### config.mk
export PLATFORM = sky130hd
export DESIGN_NAME = demosaic_root_mul_pipe_flat
export DESIGN_NICKNAME = d
export VERILOG_FILES = /design/src/rtl/demosaic_root_mul_pipe_if.sv /design/src/rtl/demosaic_root_mul_pipe.sv /design/src/flat_wrapper.sv
export SDC_FILE = /design/constraint.sdc
export NUM_CORES = 1
export LEC_CHECK = 0
export ABC_AREA = 1
export ABC_CLOCK_PERIOD_IN_PS = 3500
export CELL_PAD_IN_SITES_DETAIL_PLACEMENT = 1
export CELL_PAD_IN_SITES_GLOBAL_PLACEMENT = 2
export CORE_MARGIN = 1
export CORE_UTILIZATION = 38
export DETAILED_ROUTE_END_ITERATION = 8
export GPL_ROUTABILITY_DRIVEN = 1
export GPL_TIMING_DRIVEN = 0
export PLACE_DENSITY = 0.8
export SLEW_MARGIN = 30
export SYNTH_ARGS = -nofsm -noshare
export SYNTH_HDL_FRONTEND = slang
export SYNTH_SLANG_ARGS = --single-unit
### constraint.sdc
create_clock -name ap_clk -period 3.5 [get_ports ap_clk]
set_input_delay 0.35 -clock ap_clk [delete_from_list [all_inputs] [get_ports ap_clk]]
set_output_delay 0.35 -clock ap_clk [all_outputs]
set_load 0.03 [all_outputs]
### src/rtl/demosaic_root_mul_pipe_if.sv
// Handshake and data bundle for demosaic_root_mul_pipe.
// The slave modport is the multiplier side. The master modport is the producer/consumer side.
interface demosaic_root_mul_pipe_if #(
   parameter int din0_WIDTH = 18,
   parameter int din1_WIDTH = 8,
   parameter int dout_WIDTH = 25
) ();
   logic                  in_valid;
   logic                  in_ready;
   logic [din0_WIDTH-1:0] din0;
   logic [din1_WIDTH-1:0] din1;
   logic                  in_signed;
   logic                  out_valid;
   logic                  out_ready;
   logic [dout_WIDTH-1:0] dout;
   logic                  out_sat;

   modport master (
      output in_valid, din0, din1, in_signed, out_ready,
      input  in_ready, out_valid, dout, out_sat
   );

   modport slave (
      input  in_valid, din0, din1, in_signed, out_ready,
      output in_ready, out_valid, dout, out_sat
   );
endinterface

### src/rtl/demosaic_root_mul_pipe.sv
// Pipelined signed/unsigned multiplier with round, shift and fit to dout_WIDTH, using valid/ready flow control.
// Define DEMOSAIC_MUL_SAT_EN to clamp the result (and flag out_sat) instead of truncating it.
module demosaic_root_mul_pipe #(
   parameter int din0_WIDTH = 18,
   parameter int din1_WIDTH = 8,
   parameter int dout_WIDTH = 25,
   parameter int NUM_STAGE  = 3,
   parameter int SHIFT      = 0
) (
   input logic ap_clk,
   input logic ap_rst_n,
   demosaic_root_mul_pipe_if.slave bus
);
   localparam int PW = din0_WIDTH + din1_WIDTH;
   localparam logic [PW:0] RND = (SHIFT == 0) ? '0 :
                                 ({{PW{1'b0}}, 1'b1} << ((SHIFT == 0) ? 0 : SHIFT - 1));

   function automatic logic [PW-1:0] mul(input logic [din0_WIDTH-1:0] a,
                                         input logic [din1_WIDTH-1:0] b,
                                         input logic sgn);
      logic [PW-1:0] ax;
      logic [PW-1:0] bx;
      ax = sgn ? {{din1_WIDTH{a[din0_WIDTH-1]}}, a} : {{din1_WIDTH{1'b0}}, a};
      bx = sgn ? {{din0_WIDTH{b[din1_WIDTH-1]}}, b} : {{din0_WIDTH{1'b0}}, b};
      return ax * bx;
   endfunction

   // The round add is done one bit wider than P, so it cannot overflow. The result is {sat, dout}.
   function automatic logic [dout_WIDTH:0] fit(input logic [PW-1:0] p, input logic sgn);
      logic        [PW:0] px;
      logic signed [PW:0] rs;
      logic        [PW:0] r;
`ifdef DEMOSAIC_MUL_SAT_EN
      logic               over;
`endif
      px = {sgn & p[PW-1], p} + RND;
      rs = $signed(px) >>> SHIFT;
      r  = sgn ? rs : (px >> SHIFT);
`ifdef DEMOSAIC_MUL_SAT_EN
      if (sgn)
         over = !((&r[PW:dout_WIDTH-1]) || !(|r[PW:dout_WIDTH-1]));
      else
         over = |r[PW:dout_WIDTH];
      if (!over)
         return {1'b0, r[dout_WIDTH-1:0]};
      else if (sgn)
         return {1'b1, r[PW], {(dout_WIDTH-1){~r[PW]}}};
      else
         return {1'b1, {dout_WIDTH{1'b1}}};
`else
      return {1'b0, r[dout_WIDTH-1:0]};
`endif
   endfunction

   logic [NUM_STAGE:1]    v;
   logic [NUM_STAGE:1]    load;
   logic [dout_WIDTH-1:0] dout_q;
   logic                  sat_q;

   // A stage may load when it, or any stage after it, holds a bubble, or when the consumer is taking data.
   always_comb begin
      load = '0;
      for (int k = 1; k <= NUM_STAGE; k++) begin
         load[k] = bus.out_ready;
         for (int j = k; j <= NUM_STAGE; j++)
            if (!v[j]) load[k] = 1'b1;
      end
   end

   assign bus.in_ready  = load[1];
   assign bus.out_valid = v[NUM_STAGE];
   assign bus.dout      = dout_q;
   assign bus.out_sat   = sat_q;

   always_ff @(posedge ap_clk or negedge ap_rst_n) begin
      if (!ap_rst_n) begin
         v <= '0;
      end else begin
         if (load[1]) v[1] <= bus.in_valid;
         for (int k = 2; k <= NUM_STAGE; k++)
            if (load[k]) v[k] <= v[k-1];
      end
   end

   generate
      if (NUM_STAGE == 1) begin : g_single
         always_ff @(posedge ap_clk or negedge ap_rst_n) begin
            if (!ap_rst_n) begin
               dout_q <= '0;
               sat_q  <= 1'b0;
            end else if (load[1] && bus.in_valid) begin
               {sat_q, dout_q} <= fit(mul(bus.din0, bus.din1, bus.in_signed), bus.in_signed);
            end
         end
      end else begin : g_multi
         logic [PW-1:0] p_q [1:NUM_STAGE-1];
         logic          s_q [1:NUM_STAGE-1];

         // Product and delay registers carry no reset, so retiming can move them freely.
         always_ff @(posedge ap_clk) begin
            if (load[1] && bus.in_valid) begin
               p_q[1] <= mul(bus.din0, bus.din1, bus.in_signed);
               s_q[1] <= bus.in_signed;
            end
            for (int k = 2; k < NUM_STAGE; k++) begin
               if (load[k] && v[k-1]) begin
                  p_q[k] <= p_q[k-1];
                  s_q[k] <= s_q[k-1];
               end
            end
         end

         always_ff @(posedge ap_clk or negedge ap_rst_n) begin
            if (!ap_rst_n) begin
               dout_q <= '0;
               sat_q  <= 1'b0;
            end else if (load[NUM_STAGE] && v[NUM_STAGE-1]) begin
               {sat_q, dout_q} <= fit(p_q[NUM_STAGE-1], s_q[NUM_STAGE-1]);
            end
         end
      end
   endgenerate
endmodule

### src/flat_wrapper.sv
// flat-port wrapper written by rule: the top's interface ports become plain ports
module demosaic_root_mul_pipe_flat 
#(
   parameter int din0_WIDTH = 18,
   parameter int din1_WIDTH = 8,
   parameter int dout_WIDTH = 25,
   parameter int NUM_STAGE  = 3,
   parameter int SHIFT      = 0
)
  (ap_clk, ap_rst_n, bus_in_valid, bus_din0, bus_din1, bus_in_signed, bus_out_ready, bus_in_ready, bus_out_valid, bus_dout, bus_out_sat);
  demosaic_root_mul_pipe_if #(.din0_WIDTH(din0_WIDTH), .din1_WIDTH(din1_WIDTH), .dout_WIDTH(dout_WIDTH)) bus_i ();
  input logic ap_clk;
  input logic ap_rst_n;
  input wire logic [$bits(bus_i.in_valid)-1:0] bus_in_valid;
  input wire logic [$bits(bus_i.din0)-1:0] bus_din0;
  input wire logic [$bits(bus_i.din1)-1:0] bus_din1;
  input wire logic [$bits(bus_i.in_signed)-1:0] bus_in_signed;
  input wire logic [$bits(bus_i.out_ready)-1:0] bus_out_ready;
  output wire logic [$bits(bus_i.in_ready)-1:0] bus_in_ready;
  output wire logic [$bits(bus_i.out_valid)-1:0] bus_out_valid;
  output wire logic [$bits(bus_i.dout)-1:0] bus_dout;
  output wire logic [$bits(bus_i.out_sat)-1:0] bus_out_sat;
  assign bus_i.in_valid = bus_in_valid;
  assign bus_i.din0 = bus_din0;
  assign bus_i.din1 = bus_din1;
  assign bus_i.in_signed = bus_in_signed;
  assign bus_i.out_ready = bus_out_ready;
  assign bus_in_ready = bus_i.in_ready;
  assign bus_out_valid = bus_i.out_valid;
  assign bus_dout = bus_i.dout;
  assign bus_out_sat = bus_i.out_sat;
  demosaic_root_mul_pipe #(.din0_WIDTH(din0_WIDTH), .din1_WIDTH(din1_WIDTH), .dout_WIDTH(dout_WIDTH), .NUM_STAGE(NUM_STAGE), .SHIFT(SHIFT)) u_core (.ap_clk(ap_clk), .ap_rst_n(ap_rst_n), .bus(bus_i));
endmodule
# Yosys cells after proc, flatten, opt, wreduce, memory -nomap -nowiden
# Memories as Yosys holds them, arrays and structs flattened. A register that Yosys moved wholly into a read port is not among the register bits.
# Index checks and enable logic that the tools add are counted.
# W data, S select, Z words.
[word_totals] word_cells=21 n_memories=1 output_inout_bits=28 in_bits=31 mem_bits_rw=52 ff_bits=3
[mem_list] memory="u_core.g_multi.p_q" depth=2 width=26 read_ports=2 rd_clocked_by_memory_dff=1 write_ports=2 line_no="demosaic_root_mul_pipe.sv:96" source="logic [PW-1:0] p_q [1:NUM_STAGE-1];"
[op_classes] n_mux=12 n_reduce_logical=4 n_mul=1
[op_table] cell="$mux W26" count=2
[op_table] cell="$mul A26 B26 Y26" count=1
[op_table] cell="$mux W1" count=10
[op_table] cell="$logic_and A1 B1 Y1" count=3
[op_table] cell="$logic_not A1 Y1" count=1

# Longest topological paths before layout
[logic_depth] word_depth=6 depth_mapped=35 depth_no_buf=34

# Worst setup path before layout
# OpenSTA, ideal clock, no wires.
[synth_timing] path_kind="in2reg" startpoint="input bus_din1[2]" endpoint="memory u_core.g_multi.p_q[1][24] (netlist name) (data pin)" t_arrival_ps=5785 path_slack_ps=-2537 setup_ps=252 required_time_ps=3248 path_buffers=2 path_stages=24 cell_sequence="clkbuf_1 -> clkbuf_1 -> nand2_1 -> fa_1 -> inv_1 -> fa_1 -> inv_1 -> fa_1 -> fa_1 -> inv_1 -> fa_1 -> fa_1 -> inv_1 -> fa_1 -> inv_1 -> ha_1 -> a21oi_1 -> o21ai_0 -> a21oi_1 -> nand2_1 -> a31oi_1 -> inv_1 -> nand2_1 -> nand2_1"
[synth_rtl] item="start: declaration" line_no="flat_wrapper.sv:16" source="input wire logic [$bits(bus_i.din1)-1:0] bus_din1;"
[synth_rtl] item="end: declaration" line_no="demosaic_root_mul_pipe.sv:96"

==> reports/summary.txt <==
Status: finished, violations left
Failing checks: setup timing
DR pass1 iterations: 4
Starting Density: 39.14%
Antenna Violating Nets Remaining: 0
Post-CTS Hold Buffers: 0
Via density per instance: 4.661
Final worst slack: -2226 ps
Clock-pin slew on the worst setup and hold paths: 60 ps
Kind of cell adding the most delay to the critical path: adder cells
RSZ-0062 raised after global routing: true
CTS Buffer Depth: 2
TritonCTS Buffers: 9
GPL Wtd Cong: 0.8728
Highest Clock Rate: 174.6 MHz
Kind of critical path: in -> reg
CP startpoint kind: primary input
PortBufs: 37
CP required: 3570 ps
Synth warnings: 0
Initial antenna violation count: 0
Worst-path cell chain: buf_12 > nand2_8 > inv_8 > nand2_8 > inv_4 > fa_1 > inv_1 > fa_1 > fa_2 > fa_1 > inv_1 > fa_1 > fa_1 > inv_1 > fa_1 > inv_2 > ha_4 > a21o_1 > a21oi_1 > nor2_1 > nor2_2 > o2111ai_2 > xor2_1
Slowest-stage cell, CP: fa_2
Unique masters post-synth: 44
Synth top area share: 34.02%
Syn_nets: 1610
First-pass GRT wire length: 50.67 mm
Hold Crit Class: in -> async
Max Cap Viol: 0
Multi-input logic area: 8701 um2
DIE HEIGHT: 174.9 um
Core ar.: 29010 um2
WL final: 32.66 mm
Mapped Cells: 1292
GRT overflow: 0
Syn Area/Cell: 8.789 um2
Final setup fails: 20
DP HPWL: 25.00 mm
TritonCTS clock tree: done
H-tree Lvls: 3
Vias in the first global route: 9284
Clock Skews: 2.936 ps
Share of cells above drive strength 1: 31.16%
Iteration-0 DRC Markers: 321
CP most frequent cell: fa_1
Cell row count: 62
Cell taking the most area after synthesis: fa_1
Die area: 30580 um2
GRT Overall Usage: 21.59%
Max_slew headroom: 40.67%
Drt drc: 0
Worst EP arrival: 5800 ps
Post-route setup TNS: -27640 ps
Area growth from synthesis to layout: 32.65%
Filler cells: 3262
Die width: 174.9 um
Worst skew pair latency: 330 ps
Max Slew Vio Count: 0
Register area share after synthesis: 19.39%
Worst Path Buf+Inv: 7
Via Count: 8520
#FFs+latches synth: 78
TritonCTS sink count: 78
Sequential Area: 2202 um2
# nets final: 1757
Min Tclk post-route: 5726 ps
CP max stage delay: 600 ps
Final period utilization: 163.6%
Pin count of the biggest net entering global routing: 29
Crit end category: flip-flop
Largest cells by area after synthesis: fa_1, inv_1, edfxtp_1
Clock Root Buffer: clkbuf_16
Avg WL per Cell: 17.86 um
Antenna cells: 0
Mapped Area: 11360 um2
Fin. Hold Viols: 0
Slew @ Worst Pin: 884.5 ps
Crit Path Max Fanout: 7
I/O Pins: 59
## flip-flops by register name (all words and copies together) (netlist names)
name	count
u_core.bus.dout	25
u_core.g_multi.p_q	50
u_core.v	3
## worst register-to-register path, delay by kind of cell, from the launching register on
family                 cells  cell delay, ps
buffers and inverters      1             700
AND/OR/NAND/NOR            4             480
flip-flops                 1             340
## metal layers
metal / part of all wire, % / vias to the layer above / wire, um / GRT usage, %
li1: - / 4027 / - / -
met1: 44 / 4308 / 14380 / 28.33
met2: 51 / 141 / 16810 / 38.72
met3: 2.2 / 44 / 724 / 1.262
met4: 2.3 / 0 / 740 / 5.435
met5: 0 / - / 0 / 0
## synthesized netlist by cell type, drive strengths merged
master,instances
conb,1
nand2,278
dfrtp,28
nor3,4
nand3b,2
ha,94
o211ai,1
clkbuf,20
o21a,1
a221oi,1
a21oi,30
fa,193
nand3,28
buf,19
nand4,6
mux2,25
o21bai,2
o21ai,13
o31ai,1
a31oi,2
and2,1
inv,420
or2,2
xnor2,8
nor4,1
o2111ai,1
nor2,36
edfxtp,50
xor2,18
a21o,6
## cell usage in the layout (no fill, tap or decap), types with 4 or more instances in the layout
cell type        count
a21oi_1              4
buf_4               74
nand2_2             28
mux2_2              25
nand2_1            216
clkdlybuf4s50_1     29
clkbuf_2             5
a21o_1               5
a21oi_2              8
buf_2               10
dfrtp_1             28
ha_4                27
fa_1               162
xor2_1              18
o21ai_0              4
o21ai_2              6
nand4_1              4
clkbuf_4             4
xnor2_1              5
inv_1              359
nand2_4             31
nor2_4              12
ha_2                 8
clkbuf_16           17
buf_12               7
fa_2                31
buf_6               24
ha_1                59
nor2_1              14
inv_4                8
nand3_1             23
inv_2               50
nor2_2               9
edfxtp_1            50
buf_8               13
a21oi_4             18
## worst paths after layout
check / end / from / slack, ps / cells after the start
min in group ap_clk: u_core.g_multi.p_q[2][11]$_DFFE_PP_ / u_core.g_multi.p_q[1][11]$_DFFE_PP_ / 420 / 0
worst max-delay path: u_core.g_multi.p_q[1][23]$_DFFE_PP_ / bus_din1[7] / -2230 / 23
worst min-delay path: u_core.bus.dout[6]$_DFFE_PN0P_ / ap_rst_n / 30 / 1
max in group asynchronous: u_core.bus.dout[23]$_DFFE_PN0P_ / ap_rst_n / 3050 / 1
worst min register to register: u_core.g_multi.p_q[2][11]$_DFFE_PP_ / u_core.g_multi.p_q[1][11]$_DFFE_PP_ / 420 / 0
worst max register to register: u_core.g_multi.p_q[1][22]$_DFFE_PP_ / u_core.v[3]$_DFFE_PN0N_ / 1460 / 5
## repair_timing
action	in CTS	in global routing
pin swaps	98	90
cloned	2	0
gates resized for setup	224	123
endpoints found under the setup margin	21	20
buffers inserted	56	41
## per-stage QoR
step / setup WS (ps) / instances / cell area, um2 / hold slack, ps / util [%]
after global placement: -3425 / 1713 / 12840 / 400.9 / 44.27
after CTS: -2150 / 1787 / 14330 / 47.25 / 49.39
final: -2226 / 1828 / 15060 / 33.54 / 51.92
after global routing: -2363 / 1828 / 15060 / 83.20 / 51.92
after detailed placement: -3439 / 1713 / 12840 / 405.4 / 44.26
after floorplan: -2092 / 1292 / 11990 / 54.41 / -
## cell families after synthesis
group | after synthesis | share of synthesized area (%)
other | 1 | 0.03302
AOI/OAI and AO/OA | 58 | 2.920
buffers and inverters | 459 | 15.51
xor gates and xnor gates | 26 | 2.005
DFF | 78 | 19.39
adders and majority gates | 287 | 44.38
muxes | 25 | 2.479
and+or+nand+nor | 358 | 13.28
## area by class of cell
cell class	count	area share, %
clock inverter	2	0.2575
tap	384	3.190
sequential	78	14.62
timing repair inverter	1	0.07476
multi-input combinational	755	57.76
clock buffer	14	1.827
timing repair buffer	135	8.215
buffer	39	3.372
inverter	420	10.68
Power is left out: the tool's default activity adds up to more than one toggle a clock period on the data nets, which glitch-free logic cannot reach.
